`src/rtl/uart_io_ctrl.sv`:
```
// uart_io_ctrl: buffered UART controller on the J1 I/O bus.
// 8-deep TX/RX FIFOs, data/status/flush registers, TX FSM, irq.
// Ports:
//   clk, resetq                 clock, async active-low reset
//   io_rd, io_wr, io_addr       CPU strobes and address
//   io_dout / io_din            CPU write data / read data
//   uart0_wr, uart_w            TX byte strobe and byte to UART core
//   uart0_busy                  UART transmitter busy
//   uart0_rd                    RX ack strobe to UART core
//   uart0_valid, uart0_data     UART received byte
//   irq                         RX non-empty or (tx_ie and TX empty)
module uart_io_ctrl #(
    parameter int TX_AW    = 3,
    parameter int RX_AW    = 3,
    parameter int DATA_BIT = 12,
    parameter int STAT_BIT = 13
) (
    input  logic        clk,
    input  logic        resetq,
    input  logic        io_rd,
    input  logic        io_wr,
    input  logic [15:0] io_addr,
    input  logic [15:0] io_dout,
    output logic [15:0] io_din,
    output logic        uart0_wr,
    output logic [7:0]  uart_w,
    input  logic        uart0_busy,
    output logic        uart0_rd,
    input  logic        uart0_valid,
    input  logic [7:0]  uart0_data,
    output logic        irq
);

    localparam int TXD = 1 << TX_AW;
    localparam int RXD = 1 << RX_AW;

    typedef enum logic [1:0] {
        S_IDLE  = 2'd0,
        S_SEND  = 2'd1,
        S_GUARD = 2'd2
    } state_t;

    state_t         r_state;
    logic [7:0]     r_tx_mem [TXD];
    logic [7:0]     r_rx_mem [RXD];
    logic [TX_AW:0] r_tx_wp, r_tx_rp;
    logic [RX_AW:0] r_rx_wp, r_rx_rp;
    logic           r_tx_drop, r_tx_ie;
    logic           r_uart_wr, r_uart_rd, r_rx_hold;
    logic [7:0]     r_uart_w;
    logic           r_irq;

    logic           w_data_wr, w_stat_wr, w_stat_rd, w_flush;
    logic           w_tx_empty, w_tx_full, w_rx_empty, w_rx_full;
    logic           w_tx_push, w_tx_drop, w_tx_pop;
    logic           w_rx_push, w_rx_pop, w_tx_idle;
    logic [TX_AW:0] w_tx_cnt;
    logic [RX_AW:0] w_rx_cnt;
    logic [15:0]    w_tx_c16, w_rx_c16;
    logic [3:0]     w_tx_c4, w_rx_c4;
    logic [15:0]    w_status;
    logic           w_unused;

    // DATA decode has priority when both address bits are set
    assign w_data_wr = io_wr & io_addr[DATA_BIT];
    assign w_stat_wr = io_wr & io_addr[STAT_BIT] & ~io_addr[DATA_BIT];
    assign w_stat_rd = io_rd & io_addr[STAT_BIT] & ~io_addr[DATA_BIT];
    assign w_flush   = w_stat_wr & io_dout[15];

    assign w_tx_empty = (r_tx_wp == r_tx_rp);
    assign w_tx_full  = (r_tx_wp[TX_AW] != r_tx_rp[TX_AW]) &&
                        (r_tx_wp[TX_AW-1:0] == r_tx_rp[TX_AW-1:0]);
    assign w_rx_empty = (r_rx_wp == r_rx_rp);
    assign w_rx_full  = (r_rx_wp[RX_AW] != r_rx_rp[RX_AW]) &&
                        (r_rx_wp[RX_AW-1:0] == r_rx_rp[RX_AW-1:0]);

    // full is judged on cycle-start state, so a same-cycle drain
    // pop does not rescue a write into a full FIFO
    assign w_tx_push = w_data_wr & ~w_tx_full & ~w_flush;
    assign w_tx_drop = w_data_wr & w_tx_full;
    assign w_tx_pop  = (r_state == S_IDLE) & ~w_tx_empty &
                       ~uart0_busy & ~w_flush;

    // no capture while acking or in the cycle after the ack,
    // since the core's valid may still reflect the old byte
    assign w_rx_push = uart0_valid & ~w_rx_full & ~r_uart_rd &
                       ~r_rx_hold & ~w_flush;
    assign w_rx_pop  = io_rd & io_addr[DATA_BIT] & ~w_rx_empty &
                       ~w_flush;

    assign w_tx_idle = w_tx_empty & (r_state == S_IDLE) & ~uart0_busy;

    assign w_tx_cnt = r_tx_wp - r_tx_rp;
    assign w_rx_cnt = r_rx_wp - r_rx_rp;
    assign w_tx_c16 = 16'(w_tx_cnt);
    assign w_rx_c16 = 16'(w_rx_cnt);
    assign w_tx_c4  = (w_tx_c16 > 16'd15) ? 4'hF : w_tx_c16[3:0];
    assign w_rx_c4  = (w_rx_c16 > 16'd15) ? 4'hF : w_rx_c16[3:0];

    assign w_status = {w_tx_c4, w_rx_c4, 3'b000, r_tx_ie, r_tx_drop,
                       w_tx_idle, ~w_tx_full, ~w_rx_empty};

    always_comb begin
        io_din = 16'h0000;
        if (io_addr[DATA_BIT]) begin
            if (!w_rx_empty)
                io_din = {8'h00, r_rx_mem[r_rx_rp[RX_AW-1:0]]};
        end else if (io_addr[STAT_BIT]) begin
            io_din = w_status;
        end
    end

    always_ff @(posedge clk) begin
        if (w_tx_push)
            r_tx_mem[r_tx_wp[TX_AW-1:0]] <= io_dout[7:0];
        if (w_rx_push)
            r_rx_mem[r_rx_wp[RX_AW-1:0]] <= uart0_data;
    end

    always_ff @(posedge clk or negedge resetq) begin
        if (!resetq) begin
            r_state   <= S_IDLE;
            r_tx_wp   <= '0;
            r_tx_rp   <= '0;
            r_rx_wp   <= '0;
            r_rx_rp   <= '0;
            r_tx_drop <= 1'b0;
            r_tx_ie   <= 1'b0;
            r_uart_wr <= 1'b0;
            r_uart_w  <= 8'h00;
            r_uart_rd <= 1'b0;
            r_rx_hold <= 1'b0;
            r_irq     <= 1'b0;
        end else begin
            if (w_flush) begin
                r_tx_wp <= '0;
                r_tx_rp <= '0;
                r_rx_wp <= '0;
                r_rx_rp <= '0;
            end else begin
                if (w_tx_push) r_tx_wp <= r_tx_wp + 1'b1;
                if (w_tx_pop)  r_tx_rp <= r_tx_rp + 1'b1;
                if (w_rx_push) r_rx_wp <= r_rx_wp + 1'b1;
                if (w_rx_pop)  r_rx_rp <= r_rx_rp + 1'b1;
            end

            if (w_tx_drop)
                r_tx_drop <= 1'b1;
            else if (w_stat_rd)
                r_tx_drop <= 1'b0;

            if (w_stat_wr)
                r_tx_ie <= io_dout[0];

            r_uart_rd <= w_rx_push;
            r_rx_hold <= r_uart_rd;
            r_irq     <= ~w_rx_empty | (r_tx_ie & w_tx_empty);

            // GUARD masks the UART's busy-assert latency
            unique case (r_state)
                S_IDLE: begin
                    if (w_tx_pop) begin
                        r_state   <= S_SEND;
                        r_uart_wr <= 1'b1;
                        r_uart_w  <= r_tx_mem[r_tx_rp[TX_AW-1:0]];
                    end
                end
                S_SEND: begin
                    r_uart_wr <= 1'b0;
                    r_state   <= S_GUARD;
                end
                S_GUARD: r_state <= S_IDLE;
                default: begin
                    r_uart_wr <= 1'b0;
                    r_state   <= S_IDLE;
                end
            endcase
        end
    end

    assign uart0_wr = r_uart_wr;
    assign uart_w   = r_uart_w;
    assign uart0_rd = r_uart_rd;
    assign irq      = r_irq;

    assign w_unused = ^{io_addr, io_dout};

endmodule
```
`config.mk`:
```
export PLATFORM = sky130hd
export DESIGN_NAME = uart_io_ctrl
export DESIGN_NICKNAME = d
export VERILOG_FILES = /design/src/rtl/uart_io_ctrl.sv
export SDC_FILE = /design/constraint.sdc
export NUM_CORES = 1
export LEC_CHECK = 0
export CAP_MARGIN = 20
export CORE_AREA = 2 2 152 154
export CTS_BUF_LIST = sky130_fd_sc_hd__clkbuf_8
export CTS_CLUSTER_DIAMETER = 80
export DETAILED_ROUTE_END_ITERATION = 8
export DIE_AREA = 0 0 154 156
export PLACE_DENSITY = 0.5
export SYNTH_ARGS = -nofsm -noshare
export SYNTH_HDL_FRONTEND = slang
export SYNTH_SLANG_ARGS = --single-unit
```
`constraint.sdc`:
```
create_clock -name clk -period 5.4 [get_ports clk]
set_input_delay 0.81 -clock clk [delete_from_list [all_inputs] [get_ports clk]]
set_output_delay 0.81 -clock clk [all_outputs]
set_load 0.1 [all_outputs]
```
==> results.toml, run 1 <==
[worst_setup_path]
slowest_delay_ns = 1.00
path_class = "reg2out"
critPathSlowestCell = "clkdlybuf4s50_1"
r2r_cells = 6
cp-endpoint = "io_din[6]"
rr_endpoint = "r_rx_mem[2][2]$_DFFE_PP_"
critical_path.cell_chain = "inv_2 -> ha_1 -> nand3_1 -> o21ai_1 -> a21oi_1 -> clkdlybuf4s50_1"
cp-start-kind = "register"
cp.arrival_ns = 3.70
critPathMaxFanout = 9
rrSetupSlack_ns = 2.03
end_kind = "output pin"
worstSetupStartpoint = "r_rx_rp[2]$_DFFE_PN0P_"
worst-endpoint-required_ns = 4.59
r2r_start = "r_rx_rp[2]$_DFFE_PN0P_"

[placement]
port-buffer-count = 51
place_area_mm2 = 0.007463
place_ws_ns = 1.322
dp_hpwl_um = 8864
gp_congestion = 0.7702

[synthesis]
synth.most_common_cell = "edfxtp_1"
synth_edf_count = 128
syn_area_mm2 = 0.006633
yosysSeqAreaShare_pct = 70.02
async_reset_ff_share_pct = 20.00
yosysTopAreaCell = "edfxtp_1"
synth_area_leaders = "edfxtp_1 58%, dfrtp_1 12%, mux4_2 11%"
synthCells = 394
synth_warnings = 0
synth_top_area_share_pct = 57.95
synthFlopType = "edfxtp_1"
syn_nets = 452
syn_avg_cell_area_um2 = 16.83
synth_cell_types = 42
ys_ff_latch = 160
synth_top_cells_by_count = "128 x edfxtp_1, 32 x dfrtp_1, 32 x mux4_2"

[sta]
tightest_slew_ns = 1.018
setup_tns_ns = 0
period_share_pct = 83.58
setup_viol = 0
clock.fmax_mhz = 221.6
clock_skew_ns = 0.01809
maxSlewHeadroom_pct = 31.87
fin_ws_ns = 0.8867
rsz0062_at_grt = "false"
finalHoldViolCount = 0
finalMaxSlewViolations = 0
final.min_clock_period_ns = 4.513

[job]
cap_violations = 0

[floorplanning]
rows = 55
start_util_pct = 29.66
die_w_um = 154
die_area_mm2 = 0.02402
ios = 73
core_area_mm2 = 0.02237
die_h_um = 156

[cts]
cts_resized = 0
htree_levels = 4
cts_num_sinks = 160
hold_buffers = 0
cts_tree = "built"
root_buffer = "clkbuf_8"
clock_latency_ns = 0.45
clock_path_buffers = 2
cts_buffers = 17
post_cts_buffers = 0
cts.clk_slew.worst_paths_ns = 0.10

[status]
status = "finished clean"

[pwr]
ir_drop_uv = 289.2
p_per_area_mw_per_mm2 = 579.0
leakage_uw = 0.002766

[cells_and_area]
nets = 515
antenna_cells = 0
final_cell_area_mm2 = 0.007890
utilization_pct = 35.28
syn2layout_area_growth_pct = 18.96
drive_gt1_share_pct = 18.30

[global_route]
grt_pass1_wl_um = 21740
grt.overflow.total = 0
track_usage_pct = 12.25
antenna_found_initial = 0
grt_pass1_vias = 3750
grt_max_degree = 33

[route]
drt-pass1-iter-count = 5
top_layer_used = "met4"
first_iter_violations = 199
routed_wl_um = 13730
drc = 0
routed_via_density = 4.630
dr_wl_met3_um = 383
vias = 3496
wl_per_cell_um = 18.18
ant_nets = 0
met1_length_um = 6214
met2_length_um = 6950

[min_path]
holdCritPathClass = "reg2reg"
-- worst min-delay path by stage --
| stage | start | end | slack (ns) | cells after the start |
|---|---|---|---|---|
| final | uart0_rd$_DFF_PN0_ | r_rx_hold$_DFF_PN0_ | 0.41 | 0 |
| after global routing | uart0_rd$_DFF_PN0_ | r_rx_hold$_DFF_PN0_ | 0.42 | 0 |
| after CTS | uart0_rd$_DFF_PN0_ | r_rx_hold$_DFF_PN0_ | 0.42 | 0 |
| after detailed placement | uart0_rd$_DFF_PN0_ | r_rx_hold$_DFF_PN0_ | 0.39 | 0 |
| after global placement | uart0_rd$_DFF_PN0_ | r_rx_hold$_DFF_PN0_ | 0.38 | 0 |
| after floorplan | r_state[1]$_DFFE_PN0P_ | r_state[1]$_DFFE_PN0P_ | 0.40 | 1 |
-- routing by layer --
metal,global-route usage [%],up-vias
li1,-,1648
met1,15.22,1791
met2,21.01,46
met3,3.306,11
met4,3.605,0
met5,0,-
-- flip-flops by register name, indices dropped and copies added (netlist names) --
signal     cells
r_rx_mem      64
r_tx_mem      64
uart_w         8
r_rx_rp        4
r_rx_wp        4
r_tx_rp        4
r_tx_wp        4
r_state        2
irq            1
r_rx_hold      1
r_tx_drop      1
r_tx_ie        1
uart0_rd       1
uart0_wr       1
-- worst max-delay path: cells and delay by family (launching register included) --
kind | cells | cell delay [ns]
compound gates | 2 | 0.76
fa+ha+maj | 1 | 0.38
buf+inv | 2 | 1.22
flops | 1 | 0.56
simple gates | 1 | 0.32
-- metrics by stage --
step | cells | total power (uW) | hold slack, ns
finish | 755 | 4568 | 0.4139
global route | 755 | 4823 | 0.4237
CTS | 755 | 4635 | 0.4164
detailed placement | 723 | 3714 | 0.3940
global placement | 723 | 3688 | 0.3847
floorplan | 394 | 3206 | 0.4037
-- layout by cell type (no fill, tap or decap), drive strengths merged, types with 3 or more instances in the layout --
| cell type | Yosys | final |
|---|---|---|
| edfxtp | 128 | 128 |
| clkdlybuf4s50 | 0 | 45 |
| mux4 | 32 | 32 |
| dfrtp | 32 | 32 |
| nand2 | 31 | 31 |
| nor2 | 28 | 28 |
| o21ai | 21 | 21 |
| inv | 14 | 21 |
| clkbuf | 4 | 17 |
| mux2i | 15 | 15 |
| buf | 8 | 11 |
| ha | 10 | 10 |
| nand3 | 8 | 8 |
| a21oi | 7 | 7 |
| o211ai | 7 | 7 |
| xnor2 | 6 | 6 |
| xor2 | 6 | 6 |
| nor3 | 6 | 6 |
| clkinv | 0 | 5 |
| nand2b | 4 | 4 |
| nor2b | 4 | 4 |
| and3 | 3 | 3 |
| and2 | 3 | 3 |
-- power by group --
part | internal [uW] | switching [uW] | leakage, uW
combinational | 645 | 1370 | 0.00100
clock | 398 | 512 | 0.000208
sequential | 1520 | 121 | 0.00156
total | 2560 | 2010 | 0.00277
-- cell families (layout without fill, tap and decap cells) --
family	Yosys count	after routing	share of synthesized area, %
flip-flops	160	160	70.02
buffers and inverters	26	102	1.943
XOR/XNOR	12	12	1.698
AO/OA/AOI/OAI	42	42	3.905
adder cells (fa/ha/maj)	12	12	2.490
multiplexers	48	48	13.30
AND/OR/NAND/NOR	94	94	6.640
-- area by class of cell --
class	instances	area (um2)
sequential	160	4644
clock inverter	15	192.7
timing repair buffer	56	530.5
inverter	14	52.55
multi-input combinational	208	1879
clock buffer	17	234.0
fill	2092	14480
tap	285	356.6
Power figures use the tool's default switching activity.
==> inputs of run 2 (changes only) <==
==> constraint.sdc (replaced) <==
create_clock -name clk -period 4.2 [get_ports clk]
set_input_delay 0.63 -clock clk [delete_from_list [all_inputs] [get_ports clk]]
set_output_delay 0.63 -clock clk [all_outputs]
set_load 0.1 [all_outputs]
==> run 2 against run 1 <==
  * Count of clock-buffer cells in the layout stayed put
  * Largest power group unchanged
  * Critical endpoint is now io_din[2]
  * Highest routed layer unchanged
  * Critical path depth rose by 1
  * Clock power up 26%
  * Largest cell class unchanged
  * Non-clock buffer count is 16 higher
==> results.toml, run 2 (same netlist as run 1, synthesis figures left out) <==
[status]
status = "finished clean"

[sta]
rsz0062_at_grt = "false"
period_share_pct = 85.40
maxSlewHeadroom_pct = 35.39
final.min_clock_period_ns = 3.587
finalMaxSlewViolations = 0
tightest_slew_ns = 0.9662
clock.fmax_mhz = 278.8
fin_ws_ns = 0.6132
setup_viol = 0
finalHoldViolCount = 0
clock_skew_ns = 0.02321
hold_ws_ns = 0.2422
setup_tns_ns = 0

[cts]
post_cts_buffers = 0
clock_latency_ns = 0.45
cts_num_sinks = 160
cts_tree = "built"
root_buffer = "clkbuf_8"
cts_buffers = 17
cts_resized = 0
hold_buffers = 0
cts.clk_slew.worst_paths_ns = 0.10
clock_path_buffers = 2
htree_levels = 4

[pwr]
p_per_area_mw_per_mm2 = 735.6
total_power_uw = 5855
ir_drop_uv = 356.6
leakage_uw = 0.002871

[route]
drc = 0
ant_nets = 0
routed_via_density = 4.644
first_iter_violations = 201
vias = 3585
wl_per_cell_um = 17.69
routed_wl_um = 13650
drt-pass1-iter-count = 4

[cells_and_area]
nets = 531
syn2layout_area_growth_pct = 20.02
final_cell_mix = "128 x edfxtp_1, 37 x buf_4, 34 x clkdlybuf4s50_1"
final_common_cell = "edfxtp_1"
final_cells = 772
drive_gt1_share_pct = 22.84
fillers = 2105

[worst_setup_path]
cp-start-kind = "register"
worst-endpoint-required_ns = 3.57
cp.arrival_ns = 2.96
path_class = "reg2out"
end_kind = "output pin"
critPathMaxFanout = 9
r2r_cells = 7

[floorplanning]
ios = 73
rows = 55
die_area_mm2 = 0.02402
core_area_mm2 = 0.02237
start_util_pct = 29.66
die_h_um = 156
die_w_um = 154

[global_route]
grt.overflow.total = 0
antenna_found_initial = 1
grt_pass1_vias = 3766
grt_pass1_wl_um = 21430
track_usage_pct = 12.04
grt_max_degree = 33

[placement]
dp_hpwl_um = 8953
placedCellCount = 739
port-buffer-count = 51
place_ws_ns = 0.9203
gp_congestion = 0.7430

[job]
cap_violations = 0

[min_path]
holdCritPathClass = "in2async"
-- run 2: changes by cell type in the layout (fill, tap and decap cells not counted), sizes merged --
cell           previous run  this run
buf                      11        38
clkdlybuf4s50            45        34
clkinvlp                  2         0
inv                      21        23
bufinv                    1         2
clkinv                    5         4
diode                     0         1
-- run 2: worst max-delay path, cell delays in order (launching register included) --
cell	delay, ns
dfrtp_1	0.59
inv_2	0.22
ha_1	0.37
nand3_1	0.33
o21ai_1	0.10
buf_4	0.20
o21ai_0	0.32
buf_4	0.36
-- run 2: cell type report --
cell class	instances	area, um2	share of cell area [%]
Clock inverter	15	170.2	2.138
Sequential cell	160	4644	58.35
Antenna cell	1	2.502	0.03144
Tap cell	285	356.6	4.480
Timing Repair Buffer	72	623.1	7.828
Inverter	14	52.55	0.6602
Clock buffer	17	234.0	2.939
Multi-Input combinational cell	208	1877	23.58
-- run 2: metrics by stage --
step / area (um2) / utilization [%]
final: 7960 / 35.59
after global placement: 7553 / 33.77
after global routing: 7958 / 35.58
after detailed placement: 7553 / 33.77
after floorplan: 6650 / -
after CTS: 7958 / 35.58
-- run 2: final timing paths --
| path | endpoint | slack (ns) | start |
|---|---|---|---|
| worst max-delay path | io_din[2] | 0.61 | r_rx_rp[2]$_DFFE_PN0P_ |
| min in group clk | r_rx_hold$_DFF_PN0_ | 0.41 | uart0_rd$_DFF_PN0_ |
| worst min-delay path | uart_w[3]$_DFFE_PN0P_ | 0.24 | resetq |
| max in group asynchronous | r_tx_wp[0]$_DFFE_PN0P_ | 3.47 | resetq |
| worst max register to register | r_rx_mem[0][1]$_DFFE_PP_ | 1.29 | r_rx_rp[2]$_DFFE_PN0P_ |
| worst min register to register | r_rx_hold$_DFF_PN0_ | 0.41 | uart0_rd$_DFF_PN0_ |
-- run 2: power by group --
group | internal, uW | total [uW] | switching [uW]
clock network | 547 | 1150 | 605
registers | 1950 | 2100 | 147
logic | 837 | 2610 | 1770
-- run 2: metal layers --
metal | vias up | routed length (um) | part of all wire [%] | global-route usage (%)
li1 | 1676 | - | - | -
met1 | 1824 | 6318 | 46 | 15.43
met2 | 63 | 6616 | 48 | 19.58
met3 | 22 | 420 | 3.1 | 2.972
met4 | 0 | 298 | 2.2 | 5.118
met5 | - | 0 | 0 | 0
==> inputs of run 3 (changes only) <==
--- a/config.mk
+++ b/config.mk
@@ -11,6 +11,7 @@
 export CTS_CLUSTER_DIAMETER = 80
 export DETAILED_ROUTE_END_ITERATION = 8
 export DIE_AREA = 0 0 154 156
+export MAX_ROUTING_LAYER = met4
 export PLACE_DENSITY = 0.5
 export SYNTH_ARGS = -nofsm -noshare
 export SYNTH_HDL_FRONTEND = slang
==> run 3 against run 2 <==
  * Hold slack worse by 0.0052 ns
  * Sequential cell count is the same
  * Utilization unchanged
  * Clock power is essentially flat
  * Global-route usage is 0.36 points higher
  * Cell count is the same
==> results.toml, run 3 (same netlist as run 1, synthesis figures left out) <==
[status]
status = "finished clean"

[cells_and_area]
regArea_mm2 = 0.004644
multiInputGateArea_mm2 = 0.001877
syn2layout_area_growth_pct = 20.02
drive_gt1_share_pct = 22.84
nets = 531
final_cell_area_mm2 = 0.007960
final_cells = 772
fillers = 2105
utilization_pct = 35.59
final_cell_mix = "128 x edfxtp_1, 37 x buf_4, 34 x clkdlybuf4s50_1"
final_common_cell = "edfxtp_1"

[worst_setup_path]
cp_num_buf_inv = 3
crit_family = "buffers and inverters"
critical_path.cell_chain = "inv_2 -> ha_1 -> nand3_1 -> o21ai_1 -> buf_4 -> o21ai_0 -> buf_4"
worst-endpoint-required_ns = 3.57
r2r_cells = 7
cp-start-kind = "register"
critPathSlowestCell = "dfrtp_1"
cp_num_cells = 7
cp.arrival_ns = 2.96
cp_common_cell = "buf_4"
path_class = "reg2out"
end_kind = "output pin"
critPathMaxFanout = 9
slowest_delay_ns = 0.60

[sta]
setup_tns_ns = 0
final.min_clock_period_ns = 3.593
period_share_pct = 85.56
tightest_slew_ns = 0.9662
setup_viol = 0
clock_skew_ns = 0.02358
finalHoldViolCount = 0
finalMaxSlewViolations = 0
clock.fmax_mhz = 278.3
maxSlewHeadroom_pct = 35.39
rsz0062_at_grt = "false"

[global_route]
grt_pass1_wl_um = 21450
track_usage_pct = 12.41
antenna_found_initial = 1
grt_pass1_vias = 3773
grt_max_degree = 33
grt.overflow.total = 0

[pwr]
leakage_uw = 0.002871
power_switching_uw = 2521
ir_drop_uv = 357.2
internal_power_uw = 3337
p_comb_share_pct = 44.5
p_per_area_mw_per_mm2 = 735.8
switching_share_pct = 43.03
seqPwrFrac_pct = 35.8
clockPowerShare_pct = 19.7

[placement]
placedCellCount = 739
dp_hpwl_um = 8953
gp_congestion = 0.7523
port-buffer-count = 51
place_area_mm2 = 0.007553

[route]
routed_via_density = 4.662
drt-pass1-iter-count = 4
ant_nets = 0
vias = 3599
first_iter_violations = 240
wl_per_cell_um = 17.69
drc = 0
routed_wl_um = 13660

[floorplanning]
start_util_pct = 29.66
die_area_mm2 = 0.02402
die_w_um = 154
ios = 73
rows = 55
die_h_um = 156
core_area_mm2 = 0.02237

[cts]
hold_buffers = 0
clock_path_buffers = 2
root_buffer = "clkbuf_8"
cts.clk_slew.worst_paths_ns = 0.10
cts_num_sinks = 160
cts_buffers = 17
post_cts_buffers = 0
htree_levels = 4
cts_tree = "built"
clock_latency_ns = 0.45
cts_resized = 0

[job]
cap_violations = 0

[min_path]
holdCritPathClass = "in2async"
[run 3: through the flow]
step	hold WS [ns]	power, uW	worst slack [ns]
floorplan	0.3344	4136	-0.2187
global placement	0.3887	4728	0.9387
detailed placement	0.3990	4777	0.9203
CTS	0.2423	5935	0.5206
global route	0.2755	6183	0.4167
finish	0.2370	5857	0.6066
[run 3: worst reg2reg max path: cells and delay by family (launching register included)]
| kind | cells | cell delay (ns) |
|---|---|---|
| flip-flops | 1 | 0.60 |
| AND/OR/NAND/NOR | 3 | 0.95 |
| AO/OA/AOI/OAI | 1 | 0.26 |
| buffers and inverters | 2 | 0.44 |
| adder cells (fa/ha/maj) | 1 | 0.37 |
[run 3: final timing paths]
kind / start / endpoint / slack [ns]
max: r_rx_rp[2]$_DFFE_PN0P_ / io_din[2] / 0.61
min: resetq / uart_w[3]$_DFFE_PN0P_ / 0.24
max reg2reg: r_rx_rp[2]$_DFFE_PN0P_ / r_rx_mem[0][1]$_DFFE_PP_ / 1.28
min reg2reg: uart0_rd$_DFF_PN0_ / r_rx_hold$_DFF_PN0_ / 0.41
max in group asynchronous: resetq / r_tx_wp[0]$_DFFE_PN0P_ / 3.48
min in group clk: uart0_rd$_DFF_PN0_ / r_rx_hold$_DFF_PN0_ / 0.41
[run 3: power groups by stage]
stage / combinational [uW] / sequential, uW / clock [uW]
floorplan: 1690 / 2440 / 0
global placement: 2600 / 2120 / 0
detailed placement: 2640 / 2140 / 0
CTS: 2640 / 2100 / 1190
global route: 2800 / 2130 / 1250
finish: 2600 / 2100 / 1150
[run 3: metal layers]
metal | GRT usage, % | up-vias | share of wire, %
met4 | 5.118 | 0 | 2.2
li1 | - | 1675 | -
met2 | 19.54 | 64 | 49
met5 | - | - | 0
met3 | 2.972 | 22 | 3.1
met1 | 15.47 | 1838 | 46
[run 3: final cells by class]
class,count,area share [%]
antenna,1,0.03144
multi-input combinational,208,23.58
inverter,14,0.6602
clock buffer,17,2.939
tap,285,4.480
sequential,160,58.35
timing repair buffer,72,7.828
clock inverter,15,2.138
